==> src/rtl/regwr_arbiter.sv <==
// Round-robin arbiter sharing one register-file write port among NumReq writeback requesters.
// Optional build macro REGWR_ZERO_LOCK_EN: register 0 is hardwired to zero (grants to addr 0 perform no write).
module regwr_arbiter #(
    parameter int AddressSize = 3,
    parameter int WordSize    = 8,
    parameter int NumReq      = 2
) (
    input  logic                          clk,
    input  logic                          rst,
    input  logic                          wr_block,
    input  logic [NumReq-1:0]             req_valid,
    input  logic [NumReq*AddressSize-1:0] req_addr,
    input  logic [NumReq*WordSize-1:0]    req_data,
    output logic [NumReq-1:0]             req_ready,
    output logic                          RegWr,
    output logic [AddressSize-1:0]        rw,
    output logic [WordSize-1:0]           dataW,
    output logic [2:0]                    last_gnt,
    output logic [2**AddressSize-1:0]     pend_mask
);
    localparam int MaxReq = 8;
    localparam int Depth  = 2**AddressSize;

    // Requester lanes padded to the maximum count so the scan can index with 3 bits.
    logic [MaxReq-1:0]      valid_pad;
    logic [AddressSize-1:0] addr_arr [MaxReq];
    logic [WordSize-1:0]    data_arr [MaxReq];

    generate
        for (genvar gi = 0; gi < MaxReq; gi++) begin : g_lane
            if (gi < NumReq) begin : g_used
                assign valid_pad[gi] = req_valid[gi];
                assign addr_arr[gi]  = req_addr[gi*AddressSize +: AddressSize];
                assign data_arr[gi]  = req_data[gi*WordSize +: WordSize];
            end else begin : g_unused
                assign valid_pad[gi] = 1'b0;
                assign addr_arr[gi]  = '0;
                assign data_arr[gi]  = '0;
            end
        end
    endgenerate

    logic [2:0]             ptr_reg;
    logic [2:0]             ptr_next;
    logic [2:0]             winner;
    logic [3:0]             scan_idx;
    logic                   found;
    logic                   grant;
    logic                   write_en;
    logic [MaxReq-1:0]      ready_pad;
    logic [AddressSize-1:0] win_addr;
    logic [WordSize-1:0]    win_data;
    logic [Depth-1:0]       pend_next;

    // Scan ptr, ptr+1, ... wrapping at NumReq; first valid requester wins.
    always_comb begin
        found    = 1'b0;
        winner   = '0;
        scan_idx = '0;
        for (int k = 0; k < NumReq; k++) begin
            scan_idx = {1'b0, ptr_reg} + 4'(k);
            if (scan_idx >= 4'(NumReq)) begin
                scan_idx = scan_idx - 4'(NumReq);
            end
            if (!found && valid_pad[scan_idx[2:0]]) begin
                found  = 1'b1;
                winner = scan_idx[2:0];
            end
        end
    end

    assign grant     = found & ~wr_block & ~rst;
    assign ready_pad = grant ? (8'b1 << winner) : '0;
    assign req_ready = ready_pad[NumReq-1:0];
    assign ptr_next  = (winner == 3'(NumReq - 1)) ? 3'd0 : winner + 3'd1;
    assign win_addr  = addr_arr[winner];
    assign win_data  = data_arr[winner];

`ifdef REGWR_ZERO_LOCK_EN
    assign write_en = (win_addr != '0);
`else
    assign write_en = 1'b1;
`endif

    assign pend_next = write_en ? (Depth'(1) << win_addr) : '0;

    // pend_mask is registered alongside RegWr/rw so decode sees a glitch-free mask.
    always_ff @(posedge clk or posedge rst) begin
        if (rst) begin
            RegWr     <= 1'b0;
            rw        <= '0;
            dataW     <= '0;
            last_gnt  <= '0;
            ptr_reg   <= '0;
            pend_mask <= '0;
        end else if (grant) begin
            RegWr     <= write_en;
            rw        <= win_addr;
            dataW     <= win_data;
            last_gnt  <= winner;
            ptr_reg   <= ptr_next;
            pend_mask <= pend_next;
        end else begin
            RegWr     <= 1'b0;
            pend_mask <= '0;
        end
    end
endmodule

==> config.mk <==
export PLATFORM = sky130hd
export DESIGN_NAME = regwr_arbiter
export DESIGN_NICKNAME = d
export VERILOG_FILES = /design/src/rtl/regwr_arbiter.sv
export SDC_FILE = /design/constraint.sdc
export NUM_CORES = 1
export LEC_CHECK = 0
export BUFFER_PORTS_ARGS = -buffer_cell sky130_fd_sc_hd__buf_2
export CORE_ASPECT_RATIO = 1.1
export CORE_MARGIN = 1
export CORE_UTILIZATION = 50
export DETAILED_ROUTE_END_ITERATION = 8
export PLACE_DENSITY = 0.85
export SLEW_MARGIN = 20
export SYNTH_ARGS = -nofsm -noshare
export SYNTH_HDL_FRONTEND = slang
export SYNTH_SLANG_ARGS = --single-unit
==> constraint.sdc <==
create_clock -name clk -period 3.4 [get_ports clk]
set_input_delay 0.34 -clock clk [delete_from_list [all_inputs] [get_ports clk]]
set_output_delay 0.34 -clock clk [all_outputs]
set_load 0.1 [all_outputs]
# ---- Yosys cells after proc, flatten, opt, wreduce, memory -nomap -nowiden
# Cells that the tools add are included.
dict set report totals {
  reg_bits 26
  latch_bits 0
  mem_bits_rw 0
  mem_bits_ro 0
  in_bits 27
  out_inout_bits 25
  elab_cells 45
  mem_count 0
}
dict set report op_classes {
  add_sub_neg 4
  mul 0
  div 0
  n_lt_le_gt_ge 5
  n_eq_ne 1
  n_shift 2
  n_mux 20
  bitwise 5
  n_reduce_logical 2
}
# op count
set op_table {}
lappend op_table {{$bmux 8 s3} 1}
lappend op_table {{$mux 8} 3}
lappend op_table {{$mux 3} 7}
lappend op_table {{$bmux 3 s3} 1}
lappend op_table {{$lt 3x4->1 const B} 2}
lappend op_table {{$shl 1x3->8 const A} 1}
lappend op_table {{$bmux 1 s3} 2}
lappend op_table {{$sub 3x2->3 const B} 2}
lappend op_table {{$mux 1} 5}
lappend op_table {{$add 3x1->4 const B} 1}
lappend op_table {{$ge 4x2->1 const B} 1}
lappend op_table {{$ge 4x4->1 const B} 1}
lappend op_table {{$not 3->4} 1}
lappend op_table {{$add 3x1->3 const B} 1}
lappend op_table {{$eq 3x1->1 const B} 1}
lappend op_table {{$ge 3x2->1 const B} 1}
lappend op_table {{$shl 1x3->2 const A} 1}
lappend op_table {{$and 1x1->1} 2}
lappend op_table {{$mux 2} 1}
lappend op_table {{$not 1->1} 2}
lappend op_table {{$logic_and 1x1->1} 1}
lappend op_table {{$logic_not 1->1} 1}

# ---- Logic depth before layout (Yosys ltp)
# Gate-level depths: netlist (run 1).
dict set report depth {
  ltp_word 14
  mapped_depth 10
  ltp_nobuf 9
}

# ---- Worst setup path before layout (run 1)
# OpenSTA, ideal clock, no wires.
dict set report synth_path {
  path_type {register to output}
  startpoint {register ptr_reg[0]}
  endpoint {output req_ready[0]}
  arrival_time_ps 2979
  t_required_ps 3060
  path_slack_ps 81
  stages_incl_launch_ff 7
  n_path_buf 0
  path_cell_list {dfrtp_1 -> inv_1 -> ha_1 -> a2111oi_2 -> a31oi_1 -> a211o_1 -> nor2_1}
}
dict set report synth_via {
  elab_chain_cells 11
}
# item line
set synth_lines {}
lappend synth_lines {{start, declared} 43} ;# logic [2:0] ptr_reg;
lappend synth_lines {{start signal, assigned} 101} ;# ptr_reg <= ptr_next;
lappend synth_lines {{parallel branches: the longest is 10 deep, another holds $add 3x1->4} -}
lappend synth_lines {{$mux 2 *} 73} ;# assign ready_pad = grant ? (8'b1 << winner) : '0;
lappend synth_lines {{end, declared} 14} ;# output logic [NumReq-1:0] req_ready,
# Mark *: on every way between the ends. The select of a mux whose other input is x is not followed.

# ---- Worst setup path in the final report (run 1)
# Ends and elaborated chain as after synthesis.

==> results of run 1 <==
[metal layers]
| metal | share of wire [%] | global-route usage (%) |
|---|---|---|
| met1 | 39 | 26.9 |
| met2 | 53 | 38.2 |
| met3 | 5.0 | 3.83 |
| met4 | 2.9 | 11.5 |
| met5 | 0 | 0 |
[Yosys cell counts, types with 2 or more instances]
| cell | number |
|---|---|
| a21oi_1 | 11 |
| and2_1 | 3 |
| buf_1 | 2 |
| clkbuf_1 | 3 |
| dfrtp_1 | 26 |
| ha_1 | 5 |
| inv_1 | 7 |
| mux2i_1 | 11 |
| nand2_1 | 15 |
| nand3_1 | 2 |
| nand4b_1 | 3 |
| nor2_1 | 8 |
| o21ai_1 | 12 |
| or3_1 | 3 |
| or4_1 | 3 |
| or4b_1 | 2 |
[power by group through the flow]
stage	sequential (mW)	combinational, mW	clock (mW)
finish	0.439	0.970	0.214
global route	0.448	1.01	0.231
CTS	0.439	0.972	0.219
detailed placement	0.446	0.972	0
global placement	0.442	0.954	0
floorplan	1.01	0.257	0
[how the worst max path moves through the flow]
stage / start / endpoint / slack (ps) / cells past startpoint
2_1_floorplan: ptr_reg[0]$_DFFE_PP0P_ / req_ready[0] / 80 / 6
3_5_place_dp: ptr_reg[0]$_DFFE_PP0P_ / req_ready[0] / 550 / 7
3_3_place_gp: ptr_reg[0]$_DFFE_PP0P_ / req_ready[0] / 690 / 7
5_1_grt: ptr_reg[0]$_DFFE_PP0P_ / req_ready[0] / 10 / 7
6_report: ptr_reg[0]$_DFFE_PP0P_ / req_ready[0] / 140 / 7
4_1_cts: ptr_reg[0]$_DFFE_PP0P_ / req_ready[0] / 150 / 7
[per-stage QoR]
step	hold WS (ps)	std cells	utilization, %
4_1_cts	252	214	66.4
3_3_place_gp	465	210	64.3
6_report	81.4	214	66.4
5_1_grt	130	214	66.4
3_5_place_dp	466	210	64.3
2_1_floorplan	380	134	-
[kinds of logic after synthesis]
family          synth area share [%]
fa+ha+maj                       4.73
compound gates                  13.1
buf+inv                         5.48
mux                             8.32
simple gates                    18.5
flops                           49.1
xor+xnor                       0.662
[cell type report]
type                    count  area (µm²)
flip-flops and latches     26         651
repair buffers             53         285
clock inverters             1        30.0
multi-input cells          92         601
fillers                   224         838
well taps                  31        38.8
inverters                   8        30.0
clock buffers               3        22.5
==> flow_summary.yaml, run 1 <==
worst_setup_path:
  timing.rr.end: "pend_mask[1]$_DFF_PP0_"
  worstSetupEndpointType: "primary output"
  max_stage_delay_ps: 500
  cp_top_family: "compound AO/OA/AOI/OAI gates"
  path_class: "flop to primary output"
  crit_chain: "inv_1, ha_1, a2111oi_2, a31oi_1, a211o_1, nor2_1, buf_2"
  rrSetupSlack_ps: 800
  r2r.worst_path.cells: 8
  rr_startpoint: "ptr_reg[0]$_DFFE_PP0P_"
  worstSetupStartpointType: "flop"
  crit_fanout: 11
  cp_num_buf_inv: 2
  worstPathArrival_ps: 2920
  cpMaxStageDelayCell: "dfrtp_1"
  cp.required_ps: 3060
power_and_ir_drop:
  pwr-share-comb_pct: 59.8
  clkPwrFrac_pct: 13.2
  p_leak_nw: 0.874
  ir_worst_vdd_v: 0.000869
  power.internal_mw: 0.684
  switching_share_pct: 57.8
  seqPwrFrac_pct: 27.0
  power_mw: 1.62
  power.switching_mw: 0.938
  p_per_area_mw_per_mm2: 978
final_layout:
  design_area_mm2: 0.00166
  final_cell_mix: "buf_2, dfrtp_1, nand2_1"
  reg.largest.list: "dataW (8), pend_mask (8)"
  syn_to_final_growth_pct: 25.2
  diodes: 0
  layout_commonest_cell: "buf_2"
  final_layout_size_suffix_gt1_share_pct: 32.2
  layout.nets: 216
timing:
  worstMarginPinSlew_ps: 919
  setup_viol: 0
  min_period_ps: 3260
  slew_violations: 0
  max_freq_mhz: 307
  clock_skew_ps: 4.36
  slew_headroom_pct: 38.3
  setup_ws_ps: 139
  fin_crit_sh_pct: 95.9
  rsz0062_at_grt: "false"
  setup_tns_ps: 0
  finalHoldViolations: 0
placed_design:
  gp_congestion: 0.947
  io_buffers: 51
  pre_cts_slack_ps: 549
  dp_hpwl_um: 2140
  dpl_cell_area_mm2: 0.00161
outcome:
  outcome: "complete, no violations"
global_routing:
  grt.total_usage_pct: 22.5
  grt_pass1_vias: 1170
  grt_max_degree: 27
  grt_pass1_wl_um: 4860
  overflow: 0
  grt_antenna_before_repair: 0
worst_hold_path:
  hp-class: "input pin to async pin"
die:
  fp.dieH_um: 56.0
  rows: 19
  start_util_pct: 53.0
  die_x_um: 51.1
  die_area_mm2: 0.00286
  io_pins: 52
  coreArea_mm2: 0.00250
clock_tree:
  cts.hold.buffers_added: 0
  numCtsBuffers: 3
  clock_path_buffers: 2
  cts_resized: 0
  postCtsSetupRepairBufs: 0
  clock_latency_ps: 330
  cts_sinks: 26
  cts_root_buf: "clkbuf_4"
  path_clk_slew_ps: 140
  htree_levels: 1
  cts_tree: "yes"
routing:
  drtAntennaViolNets: 0
  dr.pass1.iters: 4
  wl_per_cell_um: 13.6
  vias_per_cell: 5.49
  drt_iter0_drc: 32
  drt-total-wl_um: 2910
  via_count: 1174
  drc_errors: 0
yosys:
  synth_top_cell_by_area: "dfrtp_1"
  synth_area_mm2: 0.00132
  ys_warn_count: 0
  ys_top_cells_by_area: "dfrtp_1, mux2i_1, ha_1"
  async_reset_ff_share_pct: 100
  synth.net_count: 166
  synth-edff-count: 0
  avgSynthCellArea_um2: 9.88
  ys_types: 34
  ys_ff_latch: 26
  yosysSeqAreaShare_pct: 49.1
  yosysTopAreaCellShare_pct: 49.1
  synth_cells: 134
  ys.flop_type: "dfrtp_1"
run:
  drv_cap: 0
No activity file was read; power rests on OpenSTA's default activity.
==> run 2, diff against run 1 <==
--- a/config.mk
+++ b/config.mk
@@ -8,9 +8,9 @@
 export BUFFER_PORTS_ARGS = -buffer_cell sky130_fd_sc_hd__buf_2
 export CORE_ASPECT_RATIO = 1.1
 export CORE_MARGIN = 1
-export CORE_UTILIZATION = 50
+export CORE_UTILIZATION = 48
 export DETAILED_ROUTE_END_ITERATION = 8
-export PLACE_DENSITY = 0.85
+export PLACE_DENSITY = 0.8
 export SLEW_MARGIN = 20
 export SYNTH_ARGS = -nofsm -noshare
 export SYNTH_HDL_FRONTEND = slang
==> constraint.sdc (replaced) <==
create_clock -name clk -period 3.7 [get_ports clk]
set_input_delay 0.37 -clock clk [delete_from_list [all_inputs] [get_ports clk]]
set_output_delay 0.37 -clock clk [all_outputs]
set_load 0.1 [all_outputs]
==> run 2 against run 1 <==
  * Utilization fell by 2.4 points
  * Flip-flop and latch count did not move
  * Highest routed layer unchanged
  * Final cell count did not move
  * Critical endpoint is now req_ready[1]
  * Clock power fell by 10%
  * Clock skew rose by 4.7 ps
  * Via count fell by 0.85%
  * Die area rose by 4.0%
  * Sequential share of layout area rose by 0.36 points
  * Largest power group unchanged
  * Critical path depth rose by 1
==> flow_summary.yaml, run 2 (same netlist as run 1, synthesis figures left out) <==
outcome:
  outcome: "complete, no violations"
routing:
  drt-total-wl_um: 2800
  via_count: 1164
  dr.pass1.iters: 4
  drtAntennaViolNets: 0
  drc_errors: 0
  drt_iter0_drc: 19
  vias_per_cell: 5.44
  wl_per_cell_um: 13.1
global_routing:
  met1_usage_pct: 24.4
  grt_max_degree: 29
  met2_usage_pct: 37.7
  grt_pass1_vias: 1145
  met3_usage_pct: 4.00
  grt_antenna_before_repair: 0
  grt_pass1_wl_um: 4750
  busiest_layer: "met2"
  overflow: 0
  grt.total_usage_pct: 20.6
worst_setup_path:
  cpMaxStageDelayCell: "dfrtp_1"
  crit_chain: "inv_1, ha_1, a2111oi_2, a31oi_1, a211o_1, inv_2, and2_1, buf_2"
  crit_fanout: 9
  max_stage_delay_ps: 490
  path_class: "flop to primary output"
  rrSetupSlack_ps: 1210
  worstPathArrival_ps: 2870
  worstSetupEndpointType: "primary output"
  cp.required_ps: 3330
  worstSetupStartpointType: "flop"
clock_tree:
  cts_sinks: 26
  clock_latency_ps: 320
  clock_path_buffers: 2
  cts.hold.buffers_added: 0
  htree_levels: 1
  cts_root_buf: "clkbuf_4"
  cts_tree: "yes"
  path_clk_slew_ps: 140
  cts_resized: 0
  postCtsSetupRepairBufs: 0
  numCtsBuffers: 3
die:
  fp.dieH_um: 57.1
  coreArea_mm2: 0.00257
  io_pins: 52
  rows: 19
  die_area_mm2: 0.00297
  start_util_pct: 51.6
  die_x_um: 52.1
placed_design:
  gp_congestion: 0.756
  dp_hpwl_um: 2050
  dpl_cell_area_mm2: 0.00159
  io_buffers: 51
power_and_ir_drop:
  power_mw: 1.48
  p_per_area_mw_per_mm2: 901
  ir_worst_vdd_v: 0.000782
  p_leak_nw: 0.871
final_layout:
  layout_commonest_cell: "buf_2"
  final_layout_size_suffix_gt1_share_pct: 32.2
  syn_to_final_growth_pct: 24.1
  final_util_pct: 64.0
  reg.largest.list: "dataW (8), pend_mask (8)"
  design_area_mm2: 0.00164
  layout.nets: 216
  diodes: 0
  final_cell_mix: "buf_2, dfrtp_1, nand2_1"
timing:
  min_period_ps: 3240
  max_freq_mhz: 309
  setup_viol: 0
  finalHoldViolations: 0
  hold_ws_ps: 122
  slew_violations: 0
  clock_skew_ps: 9.02
  worstMarginPinSlew_ps: 905
  rsz0062_at_grt: "false"
  slew_headroom_pct: 39.3
  setup_tns_ps: 0
  fin_crit_sh_pct: 87.5
run:
  drv_cap: 0
worst_hold_path:
  hp-class: "input pin to async pin"
run 2: per-stage QoR:
| step | worst slack [ps] | instances |
|---|---|---|
| after floorplan | 351 | 134 |
| after global placement | 920 | 210 |
| after detailed placement | 792 | 210 |
| after CTS | 442 | 214 |
| after global routing | 229 | 214 |
| final | 461 | 214 |
run 2: per-layer routing:
layer	share of wire (%)	vias to the layer above
li1	-	568
met1	43	555
met2	52	39
met3	4.1	2
met4	0.79	0
met5	0	-
run 2: layout make-up:
type                    instances  area, µm²
clock inverters                 1       30.0
repair buffers                 53        270
clock buffers                   3       22.5
flip-flops and latches         26        651
well taps                      31       38.8
fillers                       205        925
multi-input cells              92        601
inverters                       8       30.0
run 2: report_power, final:
part / internal [mW] / switching, mW
logic: 0.156 / 0.729
clock network: 0.109 / 0.0822
registers: 0.359 / 0.0456
run 2: worst paths after layout:
kind | cells past startpoint | end | startpoint
setup reg to reg | 8 | pend_mask[1]$_DFF_PP0_ | ptr_reg[0]$_DFFE_PP0P_
hold / removal | 2 | rw[2]$_DFFE_PP0P_ | rst
max in group asynchronous | 2 | ptr_reg[1]$_DFFE_PP0P_ | rst
setup / recovery | 8 | req_ready[1] | ptr_reg[0]$_DFFE_PP0P_
hold reg to reg | 1 | last_gnt[1]$_DFFE_PP0P_ | last_gnt[1]$_DFFE_PP0P_
min in group clk | 3 | dataW[1]$_DFFE_PP0P_ | req_data[1]
run 2: worst max-delay path: cells and delay by family, from the launching register on:
kind / cells / cell delay [ps]
DFF: 1 / 490
buffers and inverters: 3 / 660
AOI/OAI and AO/OA: 3 / 930
adders and majority gates: 1 / 330
and+or+nand+nor: 1 / 150
